<file path="config.mk">
export PLATFORM = sky130hd
export DESIGN_NAME = comparator_stim_driver
export DESIGN_NICKNAME = d
export VERILOG_FILES = /design/src/rtl/comparator_stim_driver.sv
export SDC_FILE = /design/constraint.sdc
export NUM_CORES = 1
export LEC_CHECK = 0
export BUFFER_PORTS_ARGS = -buffer_cell sky130_fd_sc_hd__buf_2
export CAP_MARGIN = 30
export CORE_MARGIN = 8
export CORE_UTILIZATION = 57
export CTS_BUF_LIST = sky130_fd_sc_hd__clkbuf_8
export CTS_CLUSTER_SIZE = 20
export DETAILED_ROUTE_END_ITERATION = 7
export PLACE_DENSITY = 0.75
export SYNTH_ARGS = -nofsm -noshare
export SYNTH_HDL_FRONTEND = slang
export SYNTH_SLANG_ARGS = --single-unit
</file>
<file path="constraint.sdc">
create_clock -name clk -period 5.8 [get_ports clk]
set_input_delay 0 -clock clk [delete_from_list [all_inputs] [get_ports clk]]
set_output_delay 0 -clock clk [all_outputs]
set_load 0.1 [all_outputs]
</file>
<file path="src/rtl/comparator_stim_driver.sv">
// Table-driven stimulus sequencer and XNOR response checker
// for self-test of single-bit comparator instances.
module comparator_stim_driver #(
  parameter int DELAY_W = 8,
  parameter int DEPTH   = 8,
  parameter int ADDR_W  = 3,
  parameter int SETTLE  = 2
) (
  input  logic               clk,
  input  logic               rst_n,
  input  logic               cfg_we,
  input  logic [ADDR_W-1:0]  cfg_addr,
  input  logic [DELAY_W+1:0] cfg_wdata,
  input  logic [ADDR_W:0]    num_steps,
  input  logic               start,
  input  logic               z,
  output logic               x,
  output logic               y,
  output logic               busy,
  output logic               done,
  output logic               pass,
  output logic [3:0]         err_count,
  output logic [ADDR_W-1:0]  step
);

  localparam int SW = $clog2(SETTLE + 1);
  localparam logic [ADDR_W:0] DEPTH_N = (ADDR_W+1)'(DEPTH);
  localparam logic [SW-1:0] SETTLE_M1 = SW'(SETTLE - 1);

  typedef enum logic [1:0] {
    S_IDLE,
    S_WAIT,
    S_SETTLE
  } state_t;

  logic [DELAY_W+1:0] tbl_q [DEPTH];

  state_t             state_q, state_d;
  logic [ADDR_W:0]    n_q, n_d;
  logic [ADDR_W-1:0]  step_q, step_d;
  logic [DELAY_W-1:0] cnt_q, cnt_d;
  logic [SW-1:0]      scnt_q, scnt_d;
  logic               x_q, x_d;
  logic               y_q, y_d;
  logic               busy_q, busy_d;
  logic               done_q, done_d;
  logic               pass_q, pass_d;
  logic [3:0]         err_q, err_d;

  logic [ADDR_W-1:0]  step_nx;
  logic               miss;
  logic [3:0]         err_s;
  logic               last;

  assign step_nx = step_q + ADDR_W'(1);
  assign miss    = z != (x_q ~^ y_q);
  assign last    = {1'b0, step_q} == (n_q - (ADDR_W+1)'(1));

  always_comb begin
    state_d = state_q;
    n_d     = n_q;
    step_d  = step_q;
    cnt_d   = cnt_q;
    scnt_d  = scnt_q;
    x_d     = x_q;
    y_d     = y_q;
    busy_d  = busy_q;
    done_d  = done_q;
    pass_d  = pass_q;
    err_d   = err_q;
    err_s   = err_q;
    if (miss && err_q != 4'hf) begin
      err_s = err_q + 4'd1;
    end
    unique case (state_q)
      S_IDLE: begin
        if (start) begin
          if (num_steps == '0) begin
            done_d = 1'b1;
            pass_d = 1'b1;
            err_d  = '0;
          end else begin
            n_d     = (num_steps > DEPTH_N) ? DEPTH_N : num_steps;
            step_d  = '0;
            cnt_d   = tbl_q[0][DELAY_W+1:2];
            err_d   = '0;
            done_d  = 1'b0;
            pass_d  = 1'b0;
            busy_d  = 1'b1;
            state_d = S_WAIT;
          end
        end
      end
      S_WAIT: begin
        if (cnt_q != '0) begin
          cnt_d = cnt_q - DELAY_W'(1);
        end else begin
          x_d     = tbl_q[step_q][1];
          y_d     = tbl_q[step_q][0];
          scnt_d  = SETTLE_M1;
          state_d = S_SETTLE;
        end
      end
      S_SETTLE: begin
        if (scnt_q != '0) begin
          scnt_d = scnt_q - SW'(1);
        end else begin
          err_d = err_s;
          if (last) begin
            busy_d  = 1'b0;
            done_d  = 1'b1;
            pass_d  = err_s == '0;
            state_d = S_IDLE;
          end else begin
            step_d  = step_nx;
            cnt_d   = tbl_q[step_nx][DELAY_W+1:2];
            state_d = S_WAIT;
          end
        end
      end
      default: state_d = S_IDLE;
    endcase
  end

  always_ff @(posedge clk or negedge rst_n) begin
    if (!rst_n) begin
      state_q <= S_IDLE;
      n_q     <= '0;
      step_q  <= '0;
      cnt_q   <= '0;
      scnt_q  <= '0;
      x_q     <= 1'b0;
      y_q     <= 1'b0;
      busy_q  <= 1'b0;
      done_q  <= 1'b0;
      pass_q  <= 1'b0;
      err_q   <= '0;
    end else begin
      state_q <= state_d;
      n_q     <= n_d;
      step_q  <= step_d;
      cnt_q   <= cnt_d;
      scnt_q  <= scnt_d;
      x_q     <= x_d;
      y_q     <= y_d;
      busy_q  <= busy_d;
      done_q  <= done_d;
      pass_q  <= pass_d;
      err_q   <= err_d;
    end
  end

  // Step-0 delay is read above before this write lands
  always_ff @(posedge clk or negedge rst_n) begin
    if (!rst_n) begin
      for (int i = 0; i < DEPTH; i++) begin
        tbl_q[i] <= '0;
      end
    end else if (cfg_we && !busy_q) begin
      tbl_q[cfg_addr] <= cfg_wdata;
    end
  end

  assign x         = x_q;
  assign y         = y_q;
  assign busy      = busy_q;
  assign done      = done_q;
  assign pass      = pass_q;
  assign err_count = err_q;
  assign step      = step_q;

endmodule

</file>
==> key figures, run 1 <==
Routing
  • Drt pass-1 iters: 4
  • Post-route antenna net violation count: 0
  • Vias/cell: between 5 and 6
  • First DRT Iteration DRCs: about 220
  • Routed len/inst: 19.6 microns
  • Vias: 3,508
  • Total routed wirelength: 11.7 mm
  • Drt drc: 0

Worst setup path
  • Critical Path Source: step[1]$_DFFE_PN0P_
  • Worst EP arrival: 2.77 ns
  • CP Class: register to register
  • R2r worst-path depth: 5
  • CP Capture Point: cnt_q[2]$_DFFE_PN0P_
  • CP Capture Type: register
  • Crit path max fanout: 17
  • Worst R2R Setup Slack: 3.29 ns
  • Worst r2r dst: cnt_q[2]$_DFFE_PN0P_
  • CP Launch Type: register
  • R2R Path Start: step[1]$_DFFE_PN0P_
  • Worst path required time: 6.07 ns

Placement
  • I/O Buffers: 33
  • Placed Area: 5850 sq um
  • Final Wtd Congestion: a little over 0.8
  • DP Worst Slack: between 3 and 4 ns
  • DP Wirelength: 7.79 mm

GRT
  • Vias in the first global route: approximately 3,800
  • Gr ovfl total: 0
  • First-pass GRT wire length: 19.7 mm
  • Global-route usage over all layers: 0.193
  • Largest net degree at the start of global routing: 63
  • Initial antenna violation count: 0

Floorplanning
  • DIE AREA: 13,100 sq um
  • I/O pins: 34
  • Die Ht: around 110 microns
  • Initial cell density of the core: 0.577
  • Core Rows: 36
  • Die width: ~110 microns
  • Core area: around 9600 sq um

STA
  • # setup viols final: 0
  • Final min period: roughly 2.5 ns
  • Relative slew slack: 0.481
  • Final setup TNS: 0 ns
  • Clock skew: about 0.006 ns
  • Final hold violations: 0
  • Tcrit/Tclk final: 0.433
  • Worst-Margin Slew: ~0.78 ns
  • Final setup margin: roughly 3.3 ns
  • FMAX: ~400 MHz
  • Fin. max-slew vios: 0
  • Hold_ws: 0.0875 ns
  • Unrepaired setup endpoints after global routing: no

Finish
  • Area Growth Syn to Fin: 12.6%
  • Fillers: slightly above 700
  • Layout cells sized above 1: 0.353
  • Antenna cell count: 0
  • Final Cell Area: between 6000 and 7000 sq um
  • Final Net Count: between 400 and 500

Yosys
  • Mean Syn Cell Area: between 10 and 15 sq um
  • Post-synth EDFFs: 0
  • Gate Count Post-Synth: roughly 410
  • Top cells by area, synth: dfrtp_1 (49%), mux2_2 (15%), mux4_2 (7.7%), mux2i_1 (2.7%), ha_1 (2.3%)
  • Synth warn: 0
  • Synth cell types: between 50 and 60
  • Syn Std Cell Area: 5540 sq um
  • Synth area leader: dfrtp_1
  • Syn_nets: approximately 440
  • Synthesis-stage register bit count: about 110
  • Sequential area share after synthesis: 0.488
  • Top cells by count, synth: dfrtp_1 (108), mux2_2 (75), mux4_2 (19)
  • Top FF cell, synth: dfrtp_1
  • Top-count cell post-synth: dfrtp_1
  • Asr flop ratio synth: 1.00
  • Yosys top cell area share: 0.488

Min path
  • Worst Hold Class: input port to async pin

Clock tree
  • Reg clk slew, reported paths: about 0.1 ns
  • H-tree Lvls: 3
  • Setup Buffers After CTS: 0
  • Max Buffers Root-to-Sink: 2
  • CTS buffer count: 9
  • Skew-Pair Late Insertion Delay: 0.37 ns
  • Root Driver: clkbuf_8
  • CTS sink count: around 110
  • TritonCTS clock tree: built

Pwr
  • Cell area power density: roughly 450 nW/um^2
  • Peak VDD IR: 230 uV
  • P_leak: ~0.0029 uW

Status
  • Status: completed

Job
  • Max Cap Violations: 0
==> critical path, cell delays in order, from the launching register on <==
cell and delay (ns):
dfrtp_1 0.52, ha_1 0.86, mux4_2 0.42, mux2i_1 0.19, o221ai_1 0.13, mux2_4 0.28
==> cell families after synthesis <==
| group | Yosys count | synth area share |
|---|---|---|
| compound gates | 55 | 0.0717 |
| xor+xnor | 12 | 0.0249 |
| mux | 125 | 0.297 |
| buf+inv | 35 | 0.0289 |
| simple gates | 64 | 0.0667 |
| flops | 108 | 0.488 |
| fa+ha+maj | 10 | 0.0226 |
==> per-layer routing <==
layer	track usage	vias to the layer above	part of all wire	routed length [microns]
met5	0	-	0	0
met4	0.0728	0	0.016	182
met3	0.0290	14	0.028	333
met2	0.333	59	0.51	5920
met1	0.240	1820	0.45	5280
li1	-	1615	-	-
==> repair_timing <==
item	in CTS	in global routing
gates resized for setup	0	0
hold buffers	17	0
hold endpoints to repair	131	0
==> where the power goes <==
group / switching, uW / internal (uW)
clock network: 258 / 243
logic: 702 / 564
registers: 135 / 925
total: 1100 / 1730
==> cell type report <==
| type | instances | area (sq um) | share of cell area |
|---|---|---|---|
| Sequential cell | 108 | 2700 | 0.434 |
| Multi-Input combinational cell | 266 | 2670 | 0.429 |
| Timing Repair Buffer | 56 | 407 | 0.0653 |
| Tap cell | 133 | 166 | 0.0267 |
| Clock buffer | 9 | 124 | 0.0199 |
| Clock inverter | 7 | 91.3 | 0.0147 |
| Inverter | 18 | 67.6 | 0.0108 |
==> registers in the layout (all words and copies together), names as in the netlist, 2 cells and up <==
signal	count
step	3
cnt_q	8
n_q	4
err_count	4
scnt_q	2
tbl_q	80
state_q	2
==> worst min path at each step <==
stage | endpoint | depth (start not counted) | slack, ns | from
finish | scnt_q[0]$_DFFE_PN0P_ | 2 | 0.09 | rst_n
global route | tbl_q[11]$_DFFE_PN0P_ | 2 | 0.10 | rst_n
CTS | tbl_q[41]$_DFFE_PN0P_ | 2 | 0.09 | rst_n
detailed placement | scnt_q[0]$_DFFE_PN0P_ | 1 | -0.05 | rst_n
global placement | scnt_q[0]$_DFFE_PN0P_ | 1 | -0.05 | rst_n
floorplan | busy$_DFFE_PN0P_ | 0 | -0.30 | rst_n
==> metrics by stage <==
step / power (uW) / std cells / utilization
2_1_floorplan: 2080 / 409 / -
3_3_place_gp: 2280 / 562 / 0.605
3_5_place_dp: 2330 / 564 / 0.609
4_1_cts: 2840 / 597 / 0.649
5_1_grt: 3000 / 597 / 0.649
6_report: 2830 / 597 / 0.649
==> placed cells by master, fill, tap and decap left out, types with 15 or more instances in the layout <==
cell           synthesis  final
buf_2                  6     32
dfrtp_1              108    108
dlygate4sd3_1          0     17
inv_1                 16     17
mux2_2                75     75
mux2i_1               15     15
mux4_2                19     19
nand2_1               15     15
o21ai_0               16     16
Power figures use the tool's default switching activity.
==> run 2: changes to the inputs <==
==> constraint.sdc (replaced) <==
create_clock -name clk -period 2.5 [get_ports clk]
set_input_delay 0 -clock clk [delete_from_list [all_inputs] [get_ports clk]]
set_output_delay 0 -clock clk [all_outputs]
set_load 0.1 [all_outputs]
==> run 2 against run 1 <==
Clock skew rose by 0.0013 ns; first-iteration DRC count up 1.4%; combinational power is 140% higher; critical path type unchanged; worst hold slack better by 0.0022 ns.
==> key figures, run 2 (same netlist as run 1, synthesis figures left out) <==
GRT
  • GR Util met2: 0.309 (-0.0235)
  • First-pass GRT wire length: 19.0 mm (-3.8%)
  • Global-route usage over all layers: 0.186 (-0.00764)
  • Routing usage on met1: 0.239 (-0.000877)
  • Largest net degree at the start of global routing: 50 (-21%)
  • Met3 Track Usage GR: 0.0237 (-0.00527)
  • GRT busiest layer: met2
  • Gr ovfl total: 0 (unchanged)
  • Vias in the first global route: 3,734 (-0.77%)
  • Initial antenna violation count: 0 (unchanged)

STA
  • Tcrit/Tclk final: 0.911 (+0.479)
  • Final min period: 2.28 ns (-0.231 ns)
  • Fin. max-slew vios: 0 (unchanged)
  • Clock skew: 0.00715 ns (+0.00128 ns)
  • Final setup TNS: 0 ns (unchanged)
  • # setup viols final: 0 (unchanged)
  • Final hold violations: 0 (unchanged)
  • Unrepaired setup endpoints after global routing: no
  • Worst-Margin Slew: 0.580 ns (-0.196 ns)
  • FMAX: 439 MHz (+10%)
  • Relative slew slack: 0.610 (+0.129)

Worst setup path
  • CP Class: register to register
  • CP Capture Point: cnt_q[1]$_DFFE_PN0P_
  • Worst R2R Setup Slack: 0.22 ns (-3.07 ns)
  • Worst EP arrival: 2.53 ns (-0.24 ns)
  • R2r worst-path depth: 7 (+2)
  • Worst r2r dst: cnt_q[1]$_DFFE_PN0P_
  • CP Launch Type: register
  • Critical Path Source: state_q[0]$_DFFE_PN0P_
  • Worst path required time: 2.75 ns (-3.32 ns)
  • CP Capture Type: register
  • Crit path max fanout: 9 (-8)
  • R2R Path Start: state_q[0]$_DFFE_PN0P_

Finish
  • Top flop regs: tbl_q x80, cnt_q x8
  • Final Cell Area: 6330 sq um (+1.6%)
  • Fillers: 702 (-2.0%)
  • Top reg by flops: tbl_q
  • Area Growth Syn to Fin: 14.3%
  • Max FFs per register: 80 (unchanged)
  • Most common cell after layout, fill and taps aside: dfrtp_1
  • Final Net Count: 498 (+1.4%)
  • Most frequent cells in the layout: dfrtp_1 (106), mux2_2 (75), buf_2 (32)
  • Antenna cell count: 0 (unchanged)
  • Layout cells sized above 1: 0.372 (+0.0181)

Clock tree
  • Skew-Pair Late Insertion Delay: 0.36 ns (about the same)
  • Max Buffers Root-to-Sink: 2 (unchanged)
  • H-tree Lvls: 3 (unchanged)
  • Setup Buffers After CTS: 0 (unchanged)
  • Reg clk slew, reported paths: 0.10 ns (about the same)
  • CTS-repair resized insts: 0 (unchanged)
  • Root Driver: clkbuf_8
  • CTS sink count: 108 (unchanged)
  • TritonCTS clock tree: built
  • CTS buffer count: 9 (unchanged)

Placement
  • Placed Area: 5900 sq um (+0.88%)
  • DP Wirelength: 7.81 mm (+0.14%)
  • I/O Buffers: 33 (unchanged)
  • Final Wtd Congestion: 0.826 (+2.5%)

Floorplanning
  • I/O pins: 34 (unchanged)
  • Core area: 9590 sq um (unchanged)
  • Initial cell density of the core: 0.577 (unchanged)
  • DIE AREA: 13,100 sq um (unchanged)
  • Core Rows: 36 (unchanged)
  • Die Ht: 115 microns (unchanged)
  • Die width: 115 microns (unchanged)

Status
  • Status: completed

Routing
  • Drt drc: 0 (unchanged)
  • Drt pass-1 iters: 4 (unchanged)
  • Post-route antenna net violation count: 0 (unchanged)
  • Total routed wirelength: 11.2 mm (-4.4%)
  • Vias: 3,524 (+0.46%)
  • Routed len/inst: 18.5 microns (-5.5%)
  • Vias/cell: 5.83 (-0.71%)
  • First DRT Iteration DRCs: 222 (+1.4%)

Job
  • Max Cap Violations: 0 (unchanged)

Min path
  • Worst Hold Class: input port to register

Pwr
  • Cell area power density: 1080 nW/um^2 (+140%)
  • Peak VDD IR: 603 uV (+160%)
  • P_leak: 0.00293 uW (+1.8%)
run 2: cell count changes in the layout (fill, tap and decap cells not counted), moves of 2 or more:
cell | before | now
dfrtp_2 | 0 | 2
buf_4 | 5 | 14
dfrtp_1 | 108 | 106
bufinv_16 | 2 | 4
run 2: how the worst min path moves through the flow:
| stage | endpoint | slack [ns] | from | depth (start not counted) |
|---|---|---|---|---|
| 2_1_floorplan | busy$_DFFE_PN0P_ | -0.30 | rst_n | 0 |
| 6_report | tbl_q[61]$_DFFE_PN0P_ | 0.09 | cfg_addr[0] | 3 |
| 3_3_place_gp | tbl_q[74]$_DFFE_PN0P_ | 0.009 | rst_n | 1 |
| 5_1_grt | tbl_q[61]$_DFFE_PN0P_ | 0.08 | cfg_addr[0] | 3 |
| 4_1_cts | tbl_q[61]$_DFFE_PN0P_ | 0.06 | cfg_addr[0] | 3 |
| 3_5_place_dp | tbl_q[64]$_DFFE_PN0P_ | 0.01 | rst_n | 1 |
run 2: where the power goes:
group	leakage [uW]	internal (uW)	switching, uW
Sequential	0.00144	2150	316
Combinational	0.00136	1350	1650
Clock	0.000137	796	574
run 2: cell type report:
type                            instances  area, sq um  area share
Clock buffer                           10          138      0.0217
Clock inverter                          6          134      0.0212
Inverter                               18         67.6      0.0107
Multi-Input combinational cell        266         2670       0.422
Sequential cell                       108         2710       0.427
Tap cell                              133          166      0.0263
Timing Repair Buffer                   63          445      0.0704
run 2: repair_timing:
action | CTS | global route
setup endpoints to repair | 0 | 0
endpoints found under the hold margin | 121 | 0
hold buffers | 16 | 0
run 2: stage by stage:
stage / hold slack [ns] / setup slack, ns / utilization / total power, uW / std cells
6_report: 0.0896 / 0.222 / 0.660 / 6840 / 604
5_1_grt: 0.0777 / 0.0210 / 0.660 / 7260 / 604
4_1_cts: 0.0639 / 0.230 / 0.660 / 6870 / 604
3_5_place_dp: 0.0129 / 0.256 / 0.615 / 5470 / 572
3_3_place_gp: 0.00892 / 0.377 / 0.615 / 5360 / 572
2_1_floorplan: -0.296 / 0.0810 / - / 4820 / 409
run 2: routing by layer:
layer  wire (microns)  vias up
met1             5130     1824
met4              189        0
met2             5550       50
li1                 -     1635
met5                0        -
met3              332       15
run 2: critical path: stages (launching register included):
cell and delay, ns:
dfrtp_1 0.40, inv_1 0.08, ha_1 0.31, nor2b_4 0.18, a221oi_2 0.40, o311a_1 0.31
o21ai_4 0.14, mux2_4 0.34
==> run 3: changes to the inputs <==
--- a/config.mk
+++ b/config.mk
@@ -5,7 +5,7 @@
 export SDC_FILE = /design/constraint.sdc
 export NUM_CORES = 1
 export LEC_CHECK = 0
-export BUFFER_PORTS_ARGS = -buffer_cell sky130_fd_sc_hd__buf_2
+export BUFFER_PORTS_ARGS = -buffer_cell sky130_fd_sc_hd__clkbuf_2
 export CAP_MARGIN = 30
 export CORE_MARGIN = 8
 export CORE_UTILIZATION = 57
==> run 3 against run 2 <==
Critical path depth unchanged; wire length increased by 1.6%; register-to-register slack improved by 0.03 ns; largest cell class unchanged; worst hold slack got worse by 0.0079 ns; final cell count increased by 0.33%; critical path type unchanged; cell area about the same.
==> key figures, run 3 (same netlist as run 1, synthesis figures left out) <==
Clock tree
  • TritonCTS clock tree: built
  • Root Driver: clkbuf_8
  • Max Buffers Root-to-Sink: 2 (unchanged)
  • CTS buffer count: 9 (unchanged)
  • CTS sink count: 108 (unchanged)
  • Reg clk slew, reported paths: 0.10 ns (about the same)
  • CTS-repair resized insts: 0 (unchanged)
  • Skew-Pair Late Insertion Delay: 0.37 ns (about the same)
  • H-tree Lvls: 3 (unchanged)

Finish
  • Final Net Count: 499 (+0.20%)
  • Most frequent cells in the layout: dfrtp_1 (106), mux2_2 (75), clkbuf_2 (32)
  • Max FFs per register: 80 (unchanged)
  • Top flop regs: tbl_q x80, cnt_q x8
  • Fillers: 703 (+0.14%)
  • Area Growth Syn to Fin: 14.4% (about the same)
  • Most common cell after layout, fill and taps aside: dfrtp_1
  • Layout cells sized above 1: 0.371 (-0.000787)
  • Top reg by flops: tbl_q

STA
  • # setup viols final: 0 (unchanged)
  • Worst-Margin Slew: 0.718 ns (+0.138 ns)
  • Unrepaired setup endpoints after global routing: no
  • Fin. max-slew vios: 0 (unchanged)
  • Hold_ws: 0.0818 ns (-0.00785 ns)
  • Clock skew: 0.0103 ns (+0.00316 ns)
  • Final setup TNS: 0 ns (unchanged)
  • Final hold violations: 0 (unchanged)
  • Relative slew slack: 0.521 (-0.0887)
  • Final min period: 2.25 ns (-0.0257 ns)
  • FMAX: 444 MHz (+1.1%)
  • Tcrit/Tclk final: 0.901 (-0.0103)

Worst setup path
  • Slowest cell on the critical path: dfrtp_1
  • Crit path cell chain: inv_1 -> ha_1 -> nor2b_4 -> a221oi_2 -> o311a_1 -> o21ai_4 -> mux2_4
  • Worst R2R Setup Slack: 0.25 ns (+0.03 ns)
  • CP Capture Type: register
  • CP Launch Type: register
  • Worst EP arrival: 2.51 ns (-0.02 ns)
  • CP Class: register to register
  • WP buf/inv: 1 (unchanged)
  • R2r worst-path depth: 7 (unchanged)
  • Worst r2r dst: cnt_q[5]$_DFFE_PN0P_
  • Critical Path Source: state_q[0]$_DFFE_PN0P_
  • R2R Path Start: state_q[0]$_DFFE_PN0P_
  • Crit path max fanout: 9 (unchanged)
  • Max stage delay on crit path: 0.41 ns (about the same)
  • Worst path required time: 2.76 ns (about the same)
  • CP delay by family, top: compound AO/OA/AOI/OAI gates

Placement
  • Final Wtd Congestion: 0.838 (+1.4%)
  • I/O Buffers: 33 (unchanged)
  • DP Wirelength: 7.71 mm (-1.2%)

Min path
  • Worst Hold Class: input port to register
  • Hold_sp: cfg_addr[0]
  • Hold EP: tbl_q[61]$_DFFE_PN0P_
  • Hold Path Depth: 3 (unchanged)

Routing
  • Post-route antenna net violation count: 0 (unchanged)
  • Vias/cell: 5.83 (-0.10%)
  • Total routed wirelength: 11.4 mm (+1.6%)
  • Drt pass-1 iters: 6 (+2)
  • Vias: 3,532 (+0.23%)
  • Drt drc: 0 (unchanged)
  • Routed len/inst: 18.8 microns (+1.2%)
  • First DRT Iteration DRCs: 246 (+11%)

Status
  • Status: completed

Floorplanning
  • DIE AREA: 13,100 sq um (unchanged)
  • Die Ht: 115 microns (unchanged)
  • Core area: 9590 sq um (unchanged)
  • Core Rows: 36 (unchanged)
  • Die width: 115 microns (unchanged)
  • Initial cell density of the core: 0.577 (unchanged)
  • I/O pins: 34 (unchanged)

GRT
  • Largest net degree at the start of global routing: 56 (+12%)
  • Global-route usage over all layers: 0.190 (+0.00385)
  • First-pass GRT wire length: 19.4 mm (+2.0%)
  • Initial antenna violation count: 0 (unchanged)
  • Gr ovfl total: 0 (unchanged)
  • Vias in the first global route: 3,764 (+0.80%)

Pwr
  • Cell area power density: 1080 nW/um^2 (-0.19%)
  • Peak VDD IR: 525 uV (-13%)
  • P_leak: 0.00293 uW (-0.13%)

Job
  • Max Cap Violations: 0 (unchanged)
==> run 3: cell types whose count changed in the layout (fill, tap and decap cells not counted), sizes merged <==
cell	delta
dlygate4sd3	+1
inv	-1
clkinv	+2
clkbuf	+31
diode	+1
buf	-32
==> run 3: through the flow <==
| step | power [uW] | worst slack [ns] | utilization | instance area (sq um) | instances |
|---|---|---|---|---|---|
| finish | 6830 | 0.248 | 0.660 | 6330 | 606 |
| global route | 7250 | 0.0959 | 0.660 | 6330 | 605 |
| CTS | 6850 | 0.256 | 0.660 | 6330 | 605 |
| detailed placement | 5460 | 0.278 | 0.615 | 5900 | 572 |
| global placement | 5380 | 0.361 | 0.615 | 5900 | 572 |
| floorplan | 4820 | 0.0810 | - | 5540 | 409 |
==> run 3: final cells by class <==
type | instances | area [sq um] | share of cell area
sequential | 108 | 2710 | 0.427
multi-input combinational | 266 | 2670 | 0.422
timing repair buffer | 64 | 455 | 0.0719
tap | 133 | 166 | 0.0263
clock inverter | 7 | 139 | 0.0219
clock buffer | 9 | 124 | 0.0196
inverter | 18 | 67.6 | 0.0107
antenna | 1 | 2.50 | 0.000395
==> run 3: routing by layer <==
metal,GRT usage,share of wire
met1,0.245,0.46
met2,0.310,0.49
met4,0.0719,0.020
met5,0,0
met3,0.0343,0.029
==> run 3: worst max path at each step <==
| stage | to | slack, ns | cells after the start |
|---|---|---|---|
| after global routing | cnt_q[5]$_DFFE_PN0P_ | 0.1 | 7 |
| after global placement | cnt_q[6]$_DFFE_PN0P_ | 0.36 | 7 |
| after CTS | cnt_q[5]$_DFFE_PN0P_ | 0.26 | 7 |
| after detailed placement | cnt_q[6]$_DFFE_PN0P_ | 0.28 | 7 |
| after floorplan | cnt_q[2]$_DFFE_PN0P_ | 0.08 | 6 |
| final | cnt_q[5]$_DFFE_PN0P_ | 0.25 | 7 |
==> run 3: worst min-delay path, stage by stage <==
cell and delay, ns:
clkbuf_2 0.13, nand3b_1 0.13, mux2_2 0.15
==> run 3: report_power, final <==
part / switching (uW) / total, uW / internal, uW
Sequential: 320 / 2470 / 2150
Combinational: 1650 / 3000 / 1360
Clock: 588 / 1350 / 765
==> run 3: timing repair <==
item                                   in CTS  in global routing
hold buffers                               17                  0
endpoints found under the hold margin     137                  0
setup buffers                               0                  0
